### src/rtl/async_fifo_pkg.sv
// Shared pointer helpers for the async FIFO read and write sides.
// Both sides must agree on the Gray-to-RAM-address mapping.
package async_fifo_pkg;

  localparam int PTR_W_DEF = 5;

  function automatic logic [31:0] bin2gray(
    input logic [31:0] b
  );
    return b ^ (b >> 1);
  endfunction

  // Callers zero-extend narrower pointers.
  function automatic logic [31:0] gray2bin(
    input logic [31:0] g
  );
    logic [31:0] b;
    b = g;
    for (int i = 30; i >= 0; i--) begin
      b[i] = b[i+1] ^ g[i];
    end
    return b;
  endfunction

  function automatic logic [31:0] gray_to_addr(
    input logic [31:0] g,
    input int          w
  );
    logic [31:0] a;
    a = g & ((32'd1 << (w - 2)) - 32'd1);
    a[w-2] = g[w-1] ^ g[w-2];
    return a;
  endfunction

endpackage

### src/rtl/gray2bin_conv.sv
// Parameterized XOR-prefix Gray-to-binary converter.
// Bit i of the result is the XOR of Gray bits W-1 down to i.
module gray2bin_conv #(
  parameter int W = 5
) (
  input  logic [W-1:0] i_gray,
  output logic [W-1:0] o_bin
);

  for (genvar i = 0; i < W; i++) begin : g_bit
    assign o_bin[i] = ^i_gray[W-1:i];
  end

endmodule

### src/rtl/wptr_handler.sv
// Write-side pointer, address and flag logic of the async FIFO.
// Flags compare against the synchronized, hence pessimistic, read pointer.
module wptr_handler
  import async_fifo_pkg::*;
#(
  parameter int n         = PTR_W_DEF,
  parameter int AF_THRESH = 12
) (
  input  logic         clk,
  input  logic         wresetn,
  input  logic         winc,
  input  logic [n-1:0] rq2_rptr,
  input  logic         clr_ovf,
  output logic         wen,
  output logic [n-2:0] waddr,
  output logic [n-1:0] wptr,
  output logic         full,
  output logic         almost_full,
  output logic [n-1:0] wlevel,
  output logic         overflow
);

  logic [n-1:0] r_wbin;
  logic [n-1:0] r_wptr;
  logic [n-2:0] r_waddr;
  logic [n-1:0] r_wlevel;
  logic         r_full;
  logic         r_af;
  logic         r_ovf;

  logic [n-1:0] w_wbin_next;
  logic [n-1:0] w_wgray_next;
  logic [n-1:0] w_rbin;
  logic [n-1:0] w_level;
  logic [n-1:0] w_full_cmp;
  logic [31:0]  w_g32;
  logic [31:0]  w_a32;

  assign wen          = winc & ~r_full;
  assign w_wbin_next  = r_wbin + {{(n-1){1'b0}}, wen};
  assign w_g32        = bin2gray(32'(w_wbin_next));
  assign w_wgray_next = w_g32[n-1:0];
  assign w_a32        = gray_to_addr(w_g32, n);

  gray2bin_conv #(
    .W (n)
  ) u_rconv (
    .i_gray (rq2_rptr),
    .o_bin  (w_rbin)
  );

  assign w_level    = w_wbin_next - w_rbin;
  assign w_full_cmp = {~rq2_rptr[n-1:n-2], rq2_rptr[n-3:0]};

  always_ff @(posedge clk) begin
    if (!wresetn) begin
      r_wbin   <= '0;
      r_wptr   <= '0;
      r_waddr  <= '0;
      r_wlevel <= '0;
      r_full   <= 1'b0;
      r_af     <= 1'b0;
      r_ovf    <= 1'b0;
    end else begin
      r_wbin   <= w_wbin_next;
      r_wptr   <= w_wgray_next;
      r_waddr  <= w_a32[n-2:0];
      r_wlevel <= w_level;
      r_full   <= (w_wgray_next == w_full_cmp);
      r_af     <= (32'(w_level) >= 32'(AF_THRESH));
      // set wins over a coincident clear
      if (winc && r_full)
        r_ovf <= 1'b1;
      else if (clr_ovf)
        r_ovf <= 1'b0;
    end
  end

  assign waddr       = r_waddr;
  assign wptr        = r_wptr;
  assign full        = r_full;
  assign almost_full = r_af;
  assign wlevel      = r_wlevel;
  assign overflow    = r_ovf;

endmodule

### config.mk
export PLATFORM = sky130hd
export DESIGN_NAME = wptr_handler
export DESIGN_NICKNAME = d
export VERILOG_FILES = /design/src/rtl/async_fifo_pkg.sv /design/src/rtl/gray2bin_conv.sv /design/src/rtl/wptr_handler.sv
export SDC_FILE = /design/constraint.sdc
export NUM_CORES = 1
export LEC_CHECK = 0
export CAP_MARGIN = 10
export CELL_PAD_IN_SITES_DETAIL_PLACEMENT = 1
export CELL_PAD_IN_SITES_GLOBAL_PLACEMENT = 1
export CORE_UTILIZATION = 34
export DETAILED_ROUTE_END_ITERATION = 10
export MAX_ROUTING_LAYER = met4
export PLACE_DENSITY_LB_ADDON = 0.1
export SYNTH_ARGS = -nofsm -noshare
export SYNTH_HDL_FRONTEND = slang
export SYNTH_SLANG_ARGS = --single-unit
### constraint.sdc
create_clock -name clk -period 2.9 [get_ports clk]
set_input_delay 0.725 -clock clk [delete_from_list [all_inputs] [get_ports clk]]
set_output_delay 0.725 -clock clk [all_outputs]
set_load 0.05 [all_outputs]
==> run summary <==
## Status
* finished, final reports clean — status

## Pwr
* 0.0005565 µW — static leakage power
* 290.7 µW — Sw Pwr
* 0.364 — Sequential Power Share
* 495.2 µW — Int Power
* 341.6 µV — Max IR drop VDD
* 785.8 µW — Overall Power
* 0.206 — power share of the clock group
* 594.2 nW/µm² — power density normalized to cell area
* 0.3699 — proportion of total power due to net switching
* 0.431 — combinational fraction of design power

## Logic synthesis
* 0.1883 — simple-gate share of the synthesized area
* 92 — post-synthesis instance total
* 26 — number of distinct library cell variants in the gate-level netlist after synthesis
* 0.05420 — complex-gate fraction of the synthesized area
* sky130_fd_sc_hd__dfxtp_1 — most used standard cell by instance count after synthesis
* XOR/XNOR gates — main combinational cell family by area after synthesis
* 10.04 µm² — Post-Syn Area per Cell
* sky130_fd_sc_hd__dfxtp_1 (39%), sky130_fd_sc_hd__xnor2_1 (12%), sky130_fd_sc_hd__xor2_1 (7.6%) — largest cells by area after synthesis
* 105 — post-synthesis net count
* 0.02168 — multiplexer share of the synthesized area
* 0 — ys async rst share
* 0.3902 — proportion of synthesized chip area in sequential cells
* 0.05420 — adder and majority gate portion of the synthesized area
* sky130_fd_sc_hd__dfxtp_1 — most used flip-flop cell after synthesis
* 0.3902 — top cell type's share of synthesized area
* 0.2425 — synthesized-area fraction occupied by xor and xnor cells
* 18 — total of flip-flops plus latches after synthesis
* sky130_fd_sc_hd__dfxtp_1 (18), sky130_fd_sc_hd__xnor2_1 (13), sky130_fd_sc_hd__and2_1 (9) — top cell types by occurrence after synthesis
* 923.4 µm² — post-synth design cell area
* 0 — number of warnings printed during yosys synthesis
* sky130_fd_sc_hd__dfxtp_1 — cell type with the largest total area after synthesis
* 0 — count of flip-flops with a built-in enable after synthesis

## Detailed routing
* 12.68 µm — Wirelength per Cell
* 0 — DRC violation count after routing
* 4.576 — drt via density
* 723 — vias
* 0 — antenna viol nets, final
* 2 — number of detailed-routing iterations run before antenna repair
* 2 — Iteration-0 DRC Markers
* 2004 µm — total routed wirelength

## Clocking
* 3 — number of buffers added by the clock tree synthesis step
* 0 — PostCTS Resize Cnt
* 18 — count of clock tree sinks
* done — TritonCTS clock tree
* 300 ps — Skew-Pair Late Insertion Delay
* 1 — number of H-tree levels
* 110 ps — clock transition time at the flip-flop clock pins of the worst setup and hold paths
* sky130_fd_sc_hd__clkbuf_4 — cell at the root of the clock tree
* 0 — hold-fix buffers at CTS
* 2 — number of buffers on the longest clock path
* 0 — Post-CTS Setup Inserts

## Placed design
* 0.7950 — gp weighted congestion
* 1280 µm² — post-placement cell area
* -252.0 ps — post-placement setup slack
* 26 — input/output buffers
* 1568 µm — post-detail-place hpwl

## Hold path
* reg -> reg — worst hold path class
* overflow$_SDFFE_PN0P_ — hold_sp
* 2 — instance count along the most critical hold path
* overflow$_SDFFE_PN0P_ — hold-critical path endpoint

## Floorplan
* 18 — standard-cell row count
* 0.3661 — effective utilization at floorplan
* 54.12 µm — horizontal die dimension
* 27 — I/O Pins
* 2928 µm² — full die area
* 2522 µm² — core area
* 54.12 µm — overall die height

## Finish
* 43.23% — Area growth syn-to-layout
* 0.1719 — fraction of final layout cells with drive strength greater than 1
* 287 — number of fill cells
* 1323 µm² — final design instance area without fill
* 0 — Ant. Diodes
* 142 — Layout Nets

## Setup path
* 2 — maximum net fanout on the critical path
* primary input — sort of element at the start of the critical path
* flop — endpoint kind of the worst setup timing path
* 820 ps — internal reg-to-reg setup slack
* almost_full$_SDFF_PN0_ — Reg2Reg Capture Point
* full$_SDFF_PN0_ — Critical R2R Launch
* in -> reg — CP Class
* 3120 ps — critical path required time
* 2970 ps — data arrival at the endpoint of the critical path
* 9 — Worst R2R Path Depth

## Timing
* 6.786 ps — worst clock skew
* 0.9512 — final cycle utilization of the critical path
* 541.5 ps — Worst Tran Pin Value
* 0 — max-slew violation count
* 141.5 ps — post-route worst setup slack
* 362.5 MHz — Fmax achieved
* 2759 ps — minimum period implied by the final worst setup slack
* 0 — Final Setup Violations
* false — setup repair after global routing missed its margin
* 0 — number of hold violations in the final report
* 0.6378 — Max transition margin
* 493.4 ps — tightest hold margin

## Global routing
* 19 — maximum number of pins on one net before global-route repair
* 0 — initial antenna violation count
* 0.1682 — total global routing track utilization
* 705 — via count of the first global-routing pass
* 3187 µm — global-route wire length before repair
* 0 — total global routing overflow

## Run
* 0 — total of max-cap violations

[per-stage QoR]
step / setup TNS, ps / util / cells
floorplan: 0 / - / 92
global placement: -368.8 / 0.5074 / 154
detailed placement: -445.1 / 0.5074 / 154
CTS: 0 / 0.5218 / 158
global route: 0 / 0.5243 / 158
finish: 0 / 0.5243 / 158
[layer usage]
metal | wire [µm] | up-vias | part of all wire | global-route usage
li1 | - | 363 | - | -
met1 | 897 | 340 | 0.45 | 0.1910
met2 | 1004 | 15 | 0.50 | 0.2695
met3 | 42 | 5 | 0.021 | 0.02542
met4 | 61 | 0 | 0.030 | 0.1154
met5 | 0 | - | 0 | -
[flip-flops by register name, summed over array words and instances, names as in the netlist]
name	cells
r_wbin	5
wlevel	5
wptr	4
almost_full	1
full	1
overflow	1
waddr	1
[cells by family after synthesis]
group / Yosys count
flip-flops: 18
multiplexers: 2
XOR/XNOR: 23
AND/OR/NAND/NOR: 30
AO/OA/AOI/OAI: 7
adder cells (fa/ha/maj): 4
buffers and inverters: 8
[cell usage in the layout, fill, tap and decap left out]
| cell type | n |
|---|---|
| sky130_fd_sc_hd__a21boi_0 | 1 |
| sky130_fd_sc_hd__a21o_1 | 1 |
| sky130_fd_sc_hd__a21oi_1 | 2 |
| sky130_fd_sc_hd__a21oi_2 | 1 |
| sky130_fd_sc_hd__a311oi_2 | 1 |
| sky130_fd_sc_hd__and2_1 | 9 |
| sky130_fd_sc_hd__and2_2 | 1 |
| sky130_fd_sc_hd__buf_12 | 1 |
| sky130_fd_sc_hd__buf_4 | 11 |
| sky130_fd_sc_hd__clkbuf_4 | 3 |
| sky130_fd_sc_hd__clkbuf_8 | 1 |
| sky130_fd_sc_hd__clkdlybuf4s50_1 | 25 |
| sky130_fd_sc_hd__dfxtp_1 | 18 |
| sky130_fd_sc_hd__ha_1 | 3 |
| sky130_fd_sc_hd__ha_2 | 1 |
| sky130_fd_sc_hd__inv_1 | 3 |
| sky130_fd_sc_hd__mux2i_1 | 2 |
| sky130_fd_sc_hd__nand2_1 | 3 |
| sky130_fd_sc_hd__nand2b_1 | 2 |
| sky130_fd_sc_hd__nand3_1 | 3 |
| sky130_fd_sc_hd__nand3b_1 | 1 |
| sky130_fd_sc_hd__nand4_1 | 1 |
| sky130_fd_sc_hd__nor2_1 | 2 |
| sky130_fd_sc_hd__nor2b_1 | 6 |
| sky130_fd_sc_hd__o21ai_0 | 1 |
| sky130_fd_sc_hd__or2_1 | 1 |
| sky130_fd_sc_hd__or3_1 | 1 |
| sky130_fd_sc_hd__xnor2_1 | 13 |
| sky130_fd_sc_hd__xnor3_2 | 1 |
| sky130_fd_sc_hd__xor2_1 | 8 |
| sky130_fd_sc_hd__xor2_2 | 1 |
[how the worst max path moves through the flow]
| stage | startpoint | to | slack [ps] | depth (start not counted) |
|---|---|---|---|---|
| after detailed placement | rq2_rptr[4] | almost_full$_SDFF_PN0_ | -250 | 11 |
| after global routing | rq2_rptr[4] | almost_full$_SDFF_PN0_ | 10 | 11 |
| final | rq2_rptr[4] | almost_full$_SDFF_PN0_ | 140 | 11 |
| after CTS | rq2_rptr[4] | almost_full$_SDFF_PN0_ | 80 | 11 |
| after floorplan | winc | almost_full$_SDFF_PN0_ | 80 | 9 |
| after global placement | rq2_rptr[4] | almost_full$_SDFF_PN0_ | -220 | 11 |
[cell type report]
| class | instances | area [µm²] | area share |
|---|---|---|---|
| Inverter | 3 | 11.26 | 0.008515 |
| Clock buffer | 4 | 36.28 | 0.02744 |
| Tap cell | 30 | 37.54 | 0.02838 |
| Multi-Input combinational cell | 66 | 524.3 | 0.3964 |
| Timing Repair Buffer | 37 | 352.8 | 0.2668 |
| Sequential cell | 18 | 360.3 | 0.2725 |
[worst max-delay path, cell delays in order]
cell                              delay (ps)
sky130_fd_sc_hd__clkdlybuf4s50_1         480
sky130_fd_sc_hd__xnor3_2                 450
sky130_fd_sc_hd__xor2_2                  190
sky130_fd_sc_hd__xnor2_1                 140
sky130_fd_sc_hd__ha_2                    200
sky130_fd_sc_hd__inv_1                    40
sky130_fd_sc_hd__ha_1                    180
sky130_fd_sc_hd__a21oi_2                 140
sky130_fd_sc_hd__o21ai_0                 130
sky130_fd_sc_hd__mux2i_1                 150
sky130_fd_sc_hd__a21o_1                  160
[power by group through the flow]
| stage | clock, µW | sequential (µW) | combinational [µW] |
|---|---|---|---|
| global route | 174 | 289 | 365 |
| finish | 162 | 286 | 339 |
| floorplan | 0 | 382 | 135 |
| global placement | 0 | 291 | 333 |
| CTS | 171 | 286 | 339 |
| detailed placement | 0 | 292 | 337 |
(Power assumes the default switching activity.)
==> patch 1: new RTL, config.mk and constraints unchanged <==
Make the reset (`wresetn`) asynchronous in one clocked block.
--- a/src/rtl/wptr_handler.sv
+++ b/src/rtl/wptr_handler.sv
@@ -53,5 +53,5 @@
   assign w_full_cmp = {~rq2_rptr[n-1:n-2], rq2_rptr[n-3:0]};
 
-  always_ff @(posedge clk) begin
+  always_ff @(posedge clk or negedge wresetn) begin
     if (!wresetn) begin
       r_wbin   <= '0;
Function: differs if wresetn is asserted again (counterexample within 4 cycles, from zero or initial values and one cycle with wresetn low); with wresetn held inactive, the same outputs for 10 cycles.
==> patch 1 against the unedited design <==
The run now ends with design-rule violations left. Cell area increased by 25%. Sequential cell count unchanged. Global-route usage increased by 2.0 points. Critical path depth unchanged. Setup slack got worse by 0.024 ns. Synthesized area increased by 15%. Cell count increased by 18%. Routed wire length increased by 43%. Via count increased by 26%. Synthesized cell count increased by 7.6%. Critical path type unchanged. Largest cell class unchanged.
Power is not shown: default switching activity piles up to over one toggle a cycle in this logic, so the estimate is an artifact.
==> patch 1: results (changes against the unedited design) <==
| Metric | Value |
|---|---|
| Mux cell area share after synthesis | `2.84% (+0.67 points)` |
| Worst-path clk slew | `0.11 ns (about the same)` |
| Root Driver | `clkbuf_4` |
| Final net count | `169 (+19%)` |
| Worst EP arrival | `2.97 ns (about the same)` |
| Outcome | `complete, but fails checks` |
| First-pass GRT wire length | `4550 um (+43%)` |
| Post-DP Area | `1520 um2 (+18%)` |
| CTS H-tree lvls | `1 (unchanged)` |
| Crit. End Element | `register` |
| Gpl congestion | `0.871 (+9.5%)` |
| Share of cells above drive strength 1 | `30.3% (+13 points)` |
| Failing checks | `design-rule violations` |
| DR vias/cell | `4.90 (+7.2%)` |
| Adder-Cell Fraction of Synth Area | `4.73% (-0.69 points)` |
| Drt pass-1 iters | `7 (+5)` |
| Fin Clk Skew | `0.00449 ns (-0.00229 ns)` |
| Initial DRC Count | `13 (+11)` |
| XOR/XNOR Fraction of Synth Area | `20.7% (-3.6 points)` |
| Hold WC Path Type | `register to register` |
| Critical Path Fanout Max | `2 (unchanged)` |
| Number of global-route vias before repair | `982 (+39%)` |
| Synth Net Count | `112 (+6.7%)` |
| Ant. Diodes | `0 (unchanged)` |
| FFs w/ async S/R, synth | `100% (+100 points)` |
| Yosys warnings | `0 (unchanged)` |
| Bufs on Longest Clock Path | `2 (unchanged)` |
| Total Routing Usage GR | `18.8% (+2.0 points)` |
| DP Wirelength | `2050 um (+31%)` |
| Max transition margin | `66.3% (+2.5 points)` |
| CTS buffer count | `3 (unchanged)` |
| Drt wl/cell | `15.4 um (+22%)` |
| Antenna violations before repair | `0 (unchanged)` |
| Port Buffers | `26 (unchanged)` |
| Register area share after synthesis | `42.6% (+3.5 points)` |
| Top post-synthesis cells by count | `dfrtp_1 (18), xnor2_1 (15), inv_1 (10)` |
| Post-synthesis compound-gate area fraction | `12.3% (+6.9 points)` |
| Area contributors post-synth | `dfrtp_1 (43%), xnor2_1 (12%), ha_1 (4.7%), inv_1 (3.5%), xor2_1 (3.3%)` |
| Drc violations | `1 (+1)` |
| Largest net degree at the start of global routing | `19 (unchanged)` |
| Distinct cells, synth | `29 (+12%)` |
patch 1: cell types whose count changed after synthesis, moves of 3 or more:
cell	change
dfrtp_1	+18
dfxtp_1	-18
and2_1	-9
inv_1	+7
nor2_1	+5
nor2b_1	-4
xor2_1	-4
a211oi_1	+3
a21oi_1	-3
nor3_1	+3
o21a_1	+3
patch 1: cell type report:
cell class,count,area [um2]
clock buffer,4,36.3
fill,324,1190
inverter,10,37.5
multi-input combinational,66,587
sequential,18,450
tap,31,38.8
timing repair buffer,57,508
patch 1: final timing paths:
check	startpoint	slack (ns)	depth (start not counted)	to
max	rq2_rptr[3]	0.12	11	almost_full$_DFF_PN0_
min	overflow$_DFFE_PN0P_	0.54	2	overflow$_DFFE_PN0P_
max reg2reg	full$_DFF_PN0_	0.34	11	almost_full$_DFF_PN0_
min reg2reg	overflow$_DFFE_PN0P_	0.54	2	overflow$_DFFE_PN0P_
max in group asynchronous	wresetn	1.95	2	waddr[2]$_DFF_PN0_
min in group asynchronous	wresetn	0.74	2	r_wbin[0]$_DFF_PN0_
patch 1: metrics by stage:
stage	setup slack (ns)	instances	hold WS (ns)	TNS, ns
3_5_place_dp	-0.485	175	0.528	-1.57
2_1_floorplan	0.0732	99	0.429	0
5_1_grt	0.0205	186	0.613	0
6_report	0.117	186	0.540	0
4_1_cts	0.0211	185	0.546	0
3_3_place_gp	-0.292	175	0.510	-0.865
patch 1: cell families after synthesis:
kind of cell,count (synthesis)
DFF,18
xor gates and xnor gates,21
buffers and inverters,15
AOI/OAI and AO/OA,16
and+or+nand+nor,22
adders and majority gates,4
muxes,3
patch 1: timing repair:
action                     CTS  global route
hold endpoints to repair     0             0
setup endpoints to repair    2             5
resized for setup            2             8
pin swaps                    2             5
setup buffers                6             1
patch 1: critical path, stage by stage:
cell	delay, ns
clkdlybuf4s50_1	0.50
xor3_2	0.39
xnor2_2	0.17
ha_1	0.15
inv_1	0.05
ha_1	0.17
inv_1	0.07
a211oi_1	0.06
a311o_1	0.31
nor3_2	0.25
o32ai_2	0.10
patch 1: metal layers:
metal	wire length [um]	share of wire (%)	GRT usage (%)
met1	1210	42	21.4
met5	0	0	-
met2	1510	53	33.2
met4	40	1.4	4.42
met3	107	3.7	4.91
==> patch 2: new RTL, same flow settings <==
Without the edit above. Set the package constant `PTR_W_DEF` to 3 (it was 5).
--- a/src/rtl/async_fifo_pkg.sv
+++ b/src/rtl/async_fifo_pkg.sv
@@ -3,5 +3,5 @@
 package async_fifo_pkg;
 
-  localparam int PTR_W_DEF = 5;
+  localparam int PTR_W_DEF = 3;
 
   function automatic logic [31:0] bin2gray(
Interface: changed (resized rq2_rptr, waddr, wlevel and wptr); port bits go from 27 to 19. No check against the original RTL was run, so the function may have changed too.
==> patch 2 against the unedited design <==
Highest routed layer is now met3. Count of clock-buffer cells in the layout unchanged. Setup slack improved by 0.18 ns. Clock skew down 0.0055 ns. Routed wire length decreased by 53%. Critical path type unchanged. Worst hold slack worse by 0.0096 ns. Cell area down 47%. Total power is 31% lower. Sequential cell count fell by 8. Via count decreased by 50%. Synthesized area fell by 48%. Critical path depth decreased by 2. Critical endpoint is now wlevel[2]$_SDFF_PN0_. Largest cell class unchanged. Die area fell by 46%.
==> patch 2: results (changes against the unedited design) <==
| Metric | Value |
|---|---|
| Outcome | `completed` |
| Area contributors post-synth | `dfxtp_1 (41%), xor2_1 (9.1%), ha_1 (7.8%), buf_4 (6.2%), xnor2_1 (5.4%)` |
| Number of global-route vias before repair | `320 (-55%)` |
| Total Wirelength | `937 um (-53%)` |
| Worst-Margin Slew | `0.509 ns (-0.0330 ns)` |
| Fin Clk Skew | `0.00130 ns (-0.00548 ns)` |
| Area share of the largest cell type after synthesis | `41.5% (+2.4 points)` |
| Post-synthesis compound-gate area fraction | `3.63% (-1.8 points)` |
| Root Driver | `clkbuf_4` |
| Vias | `364 (-50%)` |
| Critical Path Max Stage Delay | `0.43 ns (-0.05 ns)` |
| Synth Net Count | `56 (-47%)` |
| Slowest-stage cell, CP | `fa_1` |
| Register area share after synthesis | `41.5% (+2.4 points)` |
| Final net count | `76 (-46%)` |
| Port Buffers | `17 (-35%)` |
| DP Wirelength | `758 um (-52%)` |
| Top post-synthesis cells by count | `dfxtp_1 (10), xor2_1 (5), buf_4 (4), nor2b_1 (4)` |
| Gpl congestion | `0.698 (-12%)` |
| Worst-path clk slew | `0.07 ns (-0.04 ns)` |
| First-pass GRT wire length | `1350 um (-58%)` |
| Cell leakage power | `0.000306 uW (-45%)` |
| Family with the most delay on the worst path | `adder cells` |
| Initial DRC Count | `6 (+4)` |
| Largest net degree at the start of global routing | `11 (-8)` |
| Mux cell area share after synthesis | `0% (-2.2 points)` |
| DR vias/cell | `4.61 (+0.69%)` |
| Worst EP arrival | `2.74 ns (-0.23 ns)` |
| Total Routing Usage GR | `14.0% (-2.8 points)` |
| XOR/XNOR Fraction of Synth Area | `17.9% (-6.4 points)` |
| Largest register FFs | `3` |
| Worst skew pair latency | `0.26 ns (-0.04 ns)` |
| Gate Count Post-Synth | `45 (-51%)` |
-- patch 2: routing by layer --
| layer | vias up | track usage [%] | share of wire (%) |
|---|---|---|---|
| met3 | 0 | 1.70 | 3.8 |
| li1 | 174 | - | - |
| met5 | - | - | 0 |
| met1 | 175 | 14.3 | 40 |
| met2 | 15 | 24.2 | 55 |
| met4 | 0 | 10.3 | 0 |
-- patch 2: cells by family after synthesis --
group | Yosys count
AND/OR/NAND/NOR | 13
buffers and inverters | 6
AO/OA/AOI/OAI | 2
other | 1
XOR/XNOR | 9
adder cells (fa/ha/maj) | 4
flip-flops | 10
-- patch 2: final timing paths --
check | startpoint | slack (ns) | cells past startpoint | to
max | winc | 0.32 | 9 | wlevel[2]$_SDFF_PN0_
min reg2reg | overflow$_SDFFE_PN0P_ | 0.48 | 2 | overflow$_SDFFE_PN0P_
min | overflow$_SDFFE_PN0P_ | 0.48 | 2 | overflow$_SDFFE_PN0P_
max reg2reg | full$_SDFF_PN0_ | 0.91 | 8 | wlevel[2]$_SDFF_PN0_
-- patch 2: through the flow --
stage / instance area [um2] / worst slack [ns] / hold WS, ns / util [%]
final: 706 / 0.317 / 0.484 / 53.6
after global routing: 706 / 0.234 / 0.550 / 53.6
after CTS: 706 / 0.323 / 0.493 / 53.6
after detailed placement: 669 / 0.0385 / 0.485 / 50.8
after global placement: 669 / 0.106 / 0.466 / 50.8
after floorplan: 485 / 0.210 / 0.586 / -
-- patch 2: layout make-up --
class / instances / area (um2)
Clock buffer: 4 / 36.3
Timing Repair Buffer: 19 / 195
Inverter: 2 / 7.51
Fill cell: 146 / 612
Multi-Input combinational cell: 29 / 248
Tap cell: 15 / 18.8
Sequential cell: 10 / 200
-- patch 2: worst register-to-register path: stages (launching register included) --
cell and delay, ns:
dfxtp_1 0.38, nor2b_2 0.07, ha_1 0.18, ha_1 0.31, inv_1 0.07, fa_1 0.43, xor2_1 0.16, xnor2_1 0.12
and2_1 0.16
-- patch 2: where the power goes --
part / switching, uW / internal [uW]
registers: 8.53 / 160
logic: 149 / 97.6
clock network: 48.9 / 76.2
total: 206 / 334
